### src/rtl/aforo_carril.sv
// Lane occupancy controller: decodes A/B beam sequences into entry/exit events and
// keeps a saturating occupancy count. Optional stall timeout guarded by AFORO_TIMEOUT_EN.
module aforo_carril #(
   parameter int  CAPACITY      = 7,
   parameter int  ALMOST_MARGIN = 1,
   parameter int  TIMEOUT_CYC   = 12000,
   localparam int CW            = $clog2(CAPACITY + 1)
) (
   input  logic          CLK,
   input  logic          RST,
   input  logic          A,
   input  logic          B,
   input  logic          clear,
   output logic [CW-1:0] count,
   output logic          full,
   output logic          empty,
   output logic          almost_full,
   output logic          entry,
   output logic          exit_ev,
   output logic          reject,
   output logic          underflow,
   output logic          timeout,
   output logic [2:0]    state
);

   localparam logic [2:0] S_IDLE = 3'd0;
   localparam logic [2:0] S_E1   = 3'd1;
   localparam logic [2:0] S_E2   = 3'd2;
   localparam logic [2:0] S_E3   = 3'd3;
   localparam logic [2:0] S_X1   = 3'd4;
   localparam logic [2:0] S_X2   = 3'd5;
   localparam logic [2:0] S_X3   = 3'd6;
   localparam logic [2:0] S_WCLR = 3'd7;

   localparam logic [CW-1:0] CAP_C = CW'(CAPACITY);
   localparam logic [CW-1:0] AF_C  = CW'(CAPACITY - ALMOST_MARGIN);

   generate
      if (CAPACITY < 1 || CAPACITY > 1023) begin : g_bad_capacity
         $error("aforo_carril: CAPACITY must be within 1..1023");
      end
      if (ALMOST_MARGIN < 0 || ALMOST_MARGIN >= CAPACITY) begin : g_bad_margin
         $error("aforo_carril: ALMOST_MARGIN must be below CAPACITY");
      end
      if (TIMEOUT_CYC < 1) begin : g_bad_timeout
         $error("aforo_carril: TIMEOUT_CYC must be at least 1");
      end
   endgenerate

   logic          a_reg;
   logic          b_reg;
   logic [1:0]    ab;
   logic [2:0]    state_reg;
   logic [2:0]    state_next;
   logic [2:0]    fsm_next;
   logic          done_entry;
   logic          done_exit;
   logic [CW-1:0] count_reg;
   logic [CW-1:0] count_next;
   logic          full_reg;
   logic          empty_reg;
   logic          almost_full_reg;
   logic          entry_reg;
   logic          entry_next;
   logic          exit_reg;
   logic          exit_next;
   logic          reject_reg;
   logic          reject_next;
   logic          underflow_reg;
   logic          underflow_next;

   // Single input register; the debounce stage upstream already cleans the sensors.
   always_ff @(posedge CLK) begin
      if (!RST) begin
         a_reg <= 1'b0;
         b_reg <= 1'b0;
      end else begin
         a_reg <= A;
         b_reg <= B;
      end
   end

   assign ab = {a_reg, b_reg};

   // Direction decoder: entry walks 10-11-01-00, exit walks 01-11-10-00.
   always_comb begin
      fsm_next   = state_reg;
      done_entry = 1'b0;
      done_exit  = 1'b0;
      case (state_reg)
         S_IDLE: begin
            if (ab == 2'b10)      fsm_next = S_E1;
            else if (ab == 2'b01) fsm_next = S_X1;
         end
         S_E1: begin
            case (ab)
               2'b10:   fsm_next = S_E1;
               2'b11:   fsm_next = S_E2;
               default: fsm_next = S_IDLE;
            endcase
         end
         S_E2: begin
            case (ab)
               2'b11:   fsm_next = S_E2;
               2'b01:   fsm_next = S_E3;
               2'b10:   fsm_next = S_E1;
               default: fsm_next = S_IDLE;
            endcase
         end
         S_E3: begin
            case (ab)
               2'b01:   fsm_next = S_E3;
               2'b11:   fsm_next = S_E2;
               2'b10:   fsm_next = S_IDLE;
               default: begin
                  fsm_next   = S_IDLE;
                  done_entry = 1'b1;
               end
            endcase
         end
         S_X1: begin
            case (ab)
               2'b01:   fsm_next = S_X1;
               2'b11:   fsm_next = S_X2;
               default: fsm_next = S_IDLE;
            endcase
         end
         S_X2: begin
            case (ab)
               2'b11:   fsm_next = S_X2;
               2'b10:   fsm_next = S_X3;
               2'b01:   fsm_next = S_X1;
               default: fsm_next = S_IDLE;
            endcase
         end
         S_X3: begin
            case (ab)
               2'b10:   fsm_next = S_X3;
               2'b11:   fsm_next = S_X2;
               2'b01:   fsm_next = S_IDLE;
               default: begin
                  fsm_next  = S_IDLE;
                  done_exit = 1'b1;
               end
            endcase
         end
         S_WCLR: begin
            if (ab == 2'b00) fsm_next = S_IDLE;
         end
         default: fsm_next = S_IDLE;
      endcase
   end

`ifdef AFORO_TIMEOUT_EN
   localparam int SW = $clog2(TIMEOUT_CYC + 1);

   logic [SW-1:0] stall_reg;
   logic [SW-1:0] stall_next;
   logic          stall_hit;
   logic          timeout_reg;

   // The stall count only runs while a sequence sits in one partial state.
   always_comb begin
      stall_next = '0;
      stall_hit  = 1'b0;
      if (state_reg != S_IDLE && state_reg != S_WCLR && fsm_next == state_reg) begin
         if (stall_reg == SW'(TIMEOUT_CYC - 1)) stall_hit = 1'b1;
         else                                   stall_next = stall_reg + 1'b1;
      end
      state_next = stall_hit ? S_WCLR : fsm_next;
   end

   always_ff @(posedge CLK) begin
      if (!RST) begin
         stall_reg   <= '0;
         timeout_reg <= 1'b0;
      end else begin
         stall_reg   <= stall_next;
         timeout_reg <= stall_hit;
      end
   end

   assign timeout = timeout_reg;
`else
   always_comb begin
      state_next = fsm_next;
   end

   assign timeout = 1'b0;
`endif

   // clear wins over any same-cycle increment/decrement but the completion still pulses.
   always_comb begin
      count_next     = count_reg;
      entry_next     = 1'b0;
      exit_next      = 1'b0;
      reject_next    = 1'b0;
      underflow_next = 1'b0;
      if (done_entry) begin
         if (clear) begin
            entry_next = 1'b1;
         end else if (count_reg < CAP_C) begin
            count_next = count_reg + 1'b1;
            entry_next = 1'b1;
         end else begin
            reject_next = 1'b1;
         end
      end
      if (done_exit) begin
         if (clear) begin
            exit_next = 1'b1;
         end else if (count_reg != '0) begin
            count_next = count_reg - 1'b1;
            exit_next  = 1'b1;
         end else begin
            underflow_next = 1'b1;
         end
      end
      if (clear) count_next = '0;
   end

   always_ff @(posedge CLK) begin
      if (!RST) begin
         state_reg       <= S_IDLE;
         count_reg       <= '0;
         full_reg        <= 1'b0;
         empty_reg       <= 1'b1;
         almost_full_reg <= 1'b0;
         entry_reg       <= 1'b0;
         exit_reg        <= 1'b0;
         reject_reg      <= 1'b0;
         underflow_reg   <= 1'b0;
      end else begin
         state_reg       <= state_next;
         count_reg       <= count_next;
         full_reg        <= (count_next == CAP_C);
         empty_reg       <= (count_next == '0);
         almost_full_reg <= (count_next >= AF_C);
         entry_reg       <= entry_next;
         exit_reg        <= exit_next;
         reject_reg      <= reject_next;
         underflow_reg   <= underflow_next;
      end
   end

   assign count       = count_reg;
   assign full        = full_reg;
   assign empty       = empty_reg;
   assign almost_full = almost_full_reg;
   assign entry       = entry_reg;
   assign exit_ev     = exit_reg;
   assign reject      = reject_reg;
   assign underflow   = underflow_reg;
   assign state       = state_reg;

endmodule
### config.mk
export PLATFORM = sky130hd
export DESIGN_NAME = aforo_carril
export DESIGN_NICKNAME = d
export VERILOG_FILES = /design/src/rtl/aforo_carril.sv
export SDC_FILE = /design/constraint.sdc
export NUM_CORES = 1
export LEC_CHECK = 0
export ABC_AREA = 0
export CORE_UTILIZATION = 25
export CTS_CLUSTER_SIZE = 30
export DETAILED_ROUTE_END_ITERATION = 16
export HOLD_SLACK_MARGIN = 0.08
export PLACE_DENSITY_LB_ADDON = 0.3
export SKIP_LAST_GASP = 1
export SYNTH_ARGS = -nofsm -noshare
export SYNTH_HDL_FRONTEND = slang
export SYNTH_SLANG_ARGS = --single-unit
### constraint.sdc
create_clock -name CLK -period 2.3 [get_ports CLK]
set_input_delay 0.575 -clock CLK [delete_from_list [all_inputs] [get_ports CLK]]
set_output_delay 0.575 -clock CLK [all_outputs]
set_load 0.01 [all_outputs]
== Yosys cells after proc, flatten, opt, wreduce, memory -nomap -nowiden ==
Index checks and enable logic that the tools add are counted.

* Memory bits (read-only): 0
* Bits in registers: 15
* Bits in writable memories: 0
* Output and inout port bits: 14
* Word-level logic and storage cells: 65
* Input bits: 5
* Memories: 0
* Bits in latches: 0

* Divide/modulo/power cells: 0
* Add/subtract/negate cells: 2
* $lt $le $gt $ge: 2
* Bitwise operators: 3
* Reduce and logical (&&, ||, !) cells: 10
* Equality and inequality tests: 13
* Muxes and demuxes: 24
* $mul: 0
* Shift-type cells: 0

{| class="wikitable"
|+ Operators by type and width
! cell !! count
|-
| $mux 3 || 8
|-
| $pmux 3 s8 || 1
|-
| $eq 3x3->1 const B || 5
|-
| $pmux 3 s2 || 2
|-
| $mux 1 || 9
|-
| $pmux 3 s3 || 1
|-
| $reduce_or 3->1 || 3
|-
| $pmux 2 s2 || 2
|-
| $eq 3x2->1 const B || 2
|-
| $logic_not 3->1 || 2
|-
| $pmux 2 s3 || 1
|-
| $reduce_and 2->1 || 3
|-
| $eq 2x2->1 const B || 2
|-
| $add 3x1->3 const B || 1
|-
| $eq 3x1->1 const B || 1
|-
| $ge 3x3->1 const B || 1
|-
| $lt 3x3->1 const B || 1
|-
| $ne 3x3->1 const B || 1
|-
| $not 1->1 || 3
|-
| $reduce_bool 3->1 || 1
|-
| $sub 3x1->3 const B || 1
|-
| $eq 2x1->1 const B || 1
|-
| $logic_not 2->1 || 1
|-
| $ne 2x2->1 const B || 1
|}

== Depth between registers and ports, before layout ==
* Depth in word-level cells: 9
* Mapped depth: 6
* Mapped depth without buffers: 6

== Worst setup path after synthesis ==
OpenSTA, ideal clock, no wires.

* Path type: register to register
* Start: register count_reg[1] (netlist: count[1])
* End: register full_reg (netlist: full)
* Arrival time: 1.621 ns
* Buffers on the path: 0
* Cell stages (with the launch flop): 7
* Slack: 0.562 ns
* Period minus slack after synthesis: 1.738 ns
* Required time: 2.184 ns
* Cell sequence: dfxtp_1 inv_1 ha_1 or3_1 a21oi_2 a2111oi_4 and4_1

* Longest elaborated chain between the ends: 7
* Elaborated cells on any way between the ends: 10

{| class="wikitable"
|+ Ends and longest elaborated chain
! what !! line !! text
|-
| start: declaration || 58 || <nowiki>logic [CW-1:0] count_reg;</nowiki>
|-
| start signal: assignment || 235 || <nowiki>count_reg <= count_next;</nowiki>
|-
| $add 3x1->3 or $lt 3x3->1 (tied branches) || 203, 202 ||
|-
| $mux 3 || 202 || <nowiki>end else if (count_reg < CAP_C) begin</nowiki>
|-
| $mux 3 || 199 || <nowiki>if (done_entry) begin</nowiki>
|-
| $mux 3 || 212 || <nowiki>end else if (count_reg != '0) begin</nowiki>
|-
| $mux 3 * || 209 || <nowiki>if (done_exit) begin</nowiki>
|-
| $mux 3 * || 219 || <nowiki>if (clear) count_next = '0;</nowiki>
|-
| $eq 3x3->1 * || 236 || <nowiki>full_reg <= (count_next == CAP_C);</nowiki>
|-
| end signal: assignment || 236 ||
|-
| end: declaration || 60 || <nowiki>logic full_reg;</nowiki>
|}

Mark *: on every way between the ends. The rest lies on a longest branch, timed or not.
A chain may end at the register's enable or synchronous reset.

== Worst setup path in the final report ==
* Start: register state_reg[2] (netlist: state[2])
* End: output port state[2]

{| class="wikitable"
|+ RTL lines
! what !! line !! text
|-
| start: declaration || 53 || <nowiki>logic [2:0] state_reg;</nowiki>
|-
| start signal: assignment || 234 || <nowiki>state_reg <= state_next;</nowiki>
|-
| end: declaration || 23 || <nowiki>output logic [2:0] state</nowiki>
|}

No word-level cell between the ends.

==> impl_results.md <==
- # fillers: 412
- Gate count after technology mapping: 113
- Commonest register cell after synthesis: dfxtp_1
- Post CTS Setup Buffer Count: 0
- Mean Syn Cell Area: around 8.8 µm²
- Root buffer cell: clkbuf_8
- All-Layer GR Usage: 0.111
- Worst Skew: 0.00476 ns
- Crit Path Category: reg -> out
- Final Net Count: 146
- Static Leak: 0.000468 µW
- Top-area cell type share of the netlist area: 0.301
- HP Start: count[1]
- Synthesized cell area: 998 µm²
- Register clock-pin slew on the reported worst setup and hold paths: 0.06 ns
- Sink Count: 15
- Hold_buf cts: 0
- Post-route ant nets: 0
- Commonest cells in the netlist: dfxtp_1 (15), a21oi_1 (10), ha_1 (9)
- Layout cells sized above 1: 0.107
- DRT Pass-1 Iters: 4
- Global-route wire length before repair: around 3700 µm
- FP Rows: 22
- CP arrival: 1.45 ns
- Fin cells: between 150 and 200
- Diode count: 0
- CTS tree: done
- Initial Utilization: 0.267
- Synth area leader: dfxtp_1
- Fin util: 0.335
- Maximum buffer depth of the clock tree: 2
- Initial DRC Count: 40
- Area after DPL: 1210 µm²
- Final period util: 0.882
- Synth top area cells: dfxtp_1 (30%), ha_1 (11%), a21oi_1 (5.0%)
- Fin crit period: 2.03 ns
- Vias in the first global route: 800
- MaxCap Viol Count: 0
- Worst-path cell chain: clkdlybuf4s50_1
- Slowest CP cell: clkdlybuf4s50_1
- Worst Hold Class: reg -> reg
- Crit end category: output pin
- Detailed placer's ending HPWL: 1610 µm
- CTS Buf Count: 3
- Grt total ovfl: 0
- Total power: about 570 µW
- #FFs+latches synth: 15
- Drt drc: 0
- Htree depth: 1
- Buf/Inv on CP: 1
- CP max stage delay: 0.62 ns
- Status: completed
- Endpoints failing hold: 0
- Gp weighted congestion: 0.798
- RSZ-0062 raised after global routing: false
- Die Y: 65.2 µm
- Fin area: 1250 µm²
- Register area share after synthesis: 0.301
- IO buf count: 17
- Post-synth ARST share: 0
- Skew-Pair Late Insertion Delay: 0.25 ns
- Delay-heaviest family, CP: buffers and inverters
- Req. time, crit path: 1.73 ns
- Hold EP: reject
- DP Cell Count: 175
- DR vias/cell: 4.85
- Crit-path max FO: 13
- # resized after CTS: 0
- Synthesis-to-layout area growth: 25.6%
- Largest net degree at the start of global routing: 16
- Antenna violations before repair: 0
- Mean routed wirelength per cell: 11.9 µm
- Vias: 868
- Setup TNS: 0 ns
- Worst setup SP type: flip-flop
- Synth Net Count: 127
- Core Area: 3740 µm²
- FF-to-FF Start: count[1]
- FF-to-FF path depth: 6
- Worst Hold Path Cells: 2
- Die area: between 4000 and 5000 µm²
- EDFF count, synth: 0
- Reg2reg setup slack: around 0.42 ns
- IO Pins: 19
- Routed WL: 2130 µm
- Slew Viols, Final: 0
- Most common cell in the netlist: dfxtp_1
- Final setup fails: 0
- R2R Path End: full
- Yosys warnings: 0
- PwrDens: about 460 nW/µm²
- Synth cell types: 43
- Die Wd: about 65 µm
- Highest clock rate: 0.493 GHz
- Peak VDD IR: 0.241 mV
-- logic make-up (layout without fill, tap and decap cells) --
| logic type | count (synthesis) | count (layout) | synth area share |
|---|---|---|---|
| AND/OR/NAND/NOR | 42 | 42 | 0.266 |
| adder cells (fa/ha/maj) | 9 | 9 | 0.113 |
| multiplexers | 1 | 1 | 0.0100 |
| other | 1 | 1 | 0.00376 |
| buffers and inverters | 12 | 30 | 0.0664 |
| AO/OA/AOI/OAI | 33 | 33 | 0.241 |
| flip-flops | 15 | 15 | 0.301 |
-- worst max-delay path by stage --
| stage | from | to | slack [ns] | cells after the start |
|---|---|---|---|---|
| 5_1_grt | state[2] | state[2] | 0.19 | 1 |
| 2_1_floorplan | count[1] | full | 0.56 | 6 |
| 6_report | state[2] | state[2] | 0.27 | 1 |
| 3_5_place_dp | clear | full | 0.35 | 5 |
| 3_3_place_gp | clear | full | 0.39 | 5 |
| 4_1_cts | state[2] | state[2] | 0.26 | 1 |
-- power by group --
part           leakage, µW  internal (µW)  switching, µW
clock network    0.0000255            120           92.2
registers         0.000122            266           9.89
logic             0.000321           42.8           42.2
total             0.000468            429            144
-- through the flow --
stage                     worst slack (ns)  hold WS [ns]
after global routing                 0.193         0.639
after global placement               0.390         0.587
final                                0.271         0.597
after CTS                            0.258         0.600
after floorplan                      0.562         0.552
after detailed placement             0.351         0.584
-- cell usage in the layout (no fill, tap or decap), types with 4 or more instances in the layout --
master           count
a21oi_1             10
and2_1               6
clkdlybuf4s50_1     17
dfxtp_1             15
ha_1                 9
inv_1                5
nand2_1              5
nand2b_1             5
nor2_1               6
nor2b_1              4
o21ai_0              6
-- metal layers --
| metal | wire length, µm | GRT usage |
|---|---|---|
| met1 | 1080 | 0.154 |
| met2 | 913 | 0.165 |
| met3 | 108 | 0.0313 |
| met4 | 23 | 0.0326 |
| met5 | 0 | 0 |
-- layout make-up --
cell class | count | area [µm²] | area share
well taps | 48 | 60.1 | 0.0479
repair buffers | 20 | 193 | 0.154
inverters | 6 | 22.5 | 0.0180
clock inverters | 1 | 5.00 | 0.00399
clock buffers | 3 | 41.3 | 0.0329
multi-input cells | 86 | 632 | 0.504
flip-flops and latches | 15 | 300 | 0.240
Power figures use the tool's default switching activity.
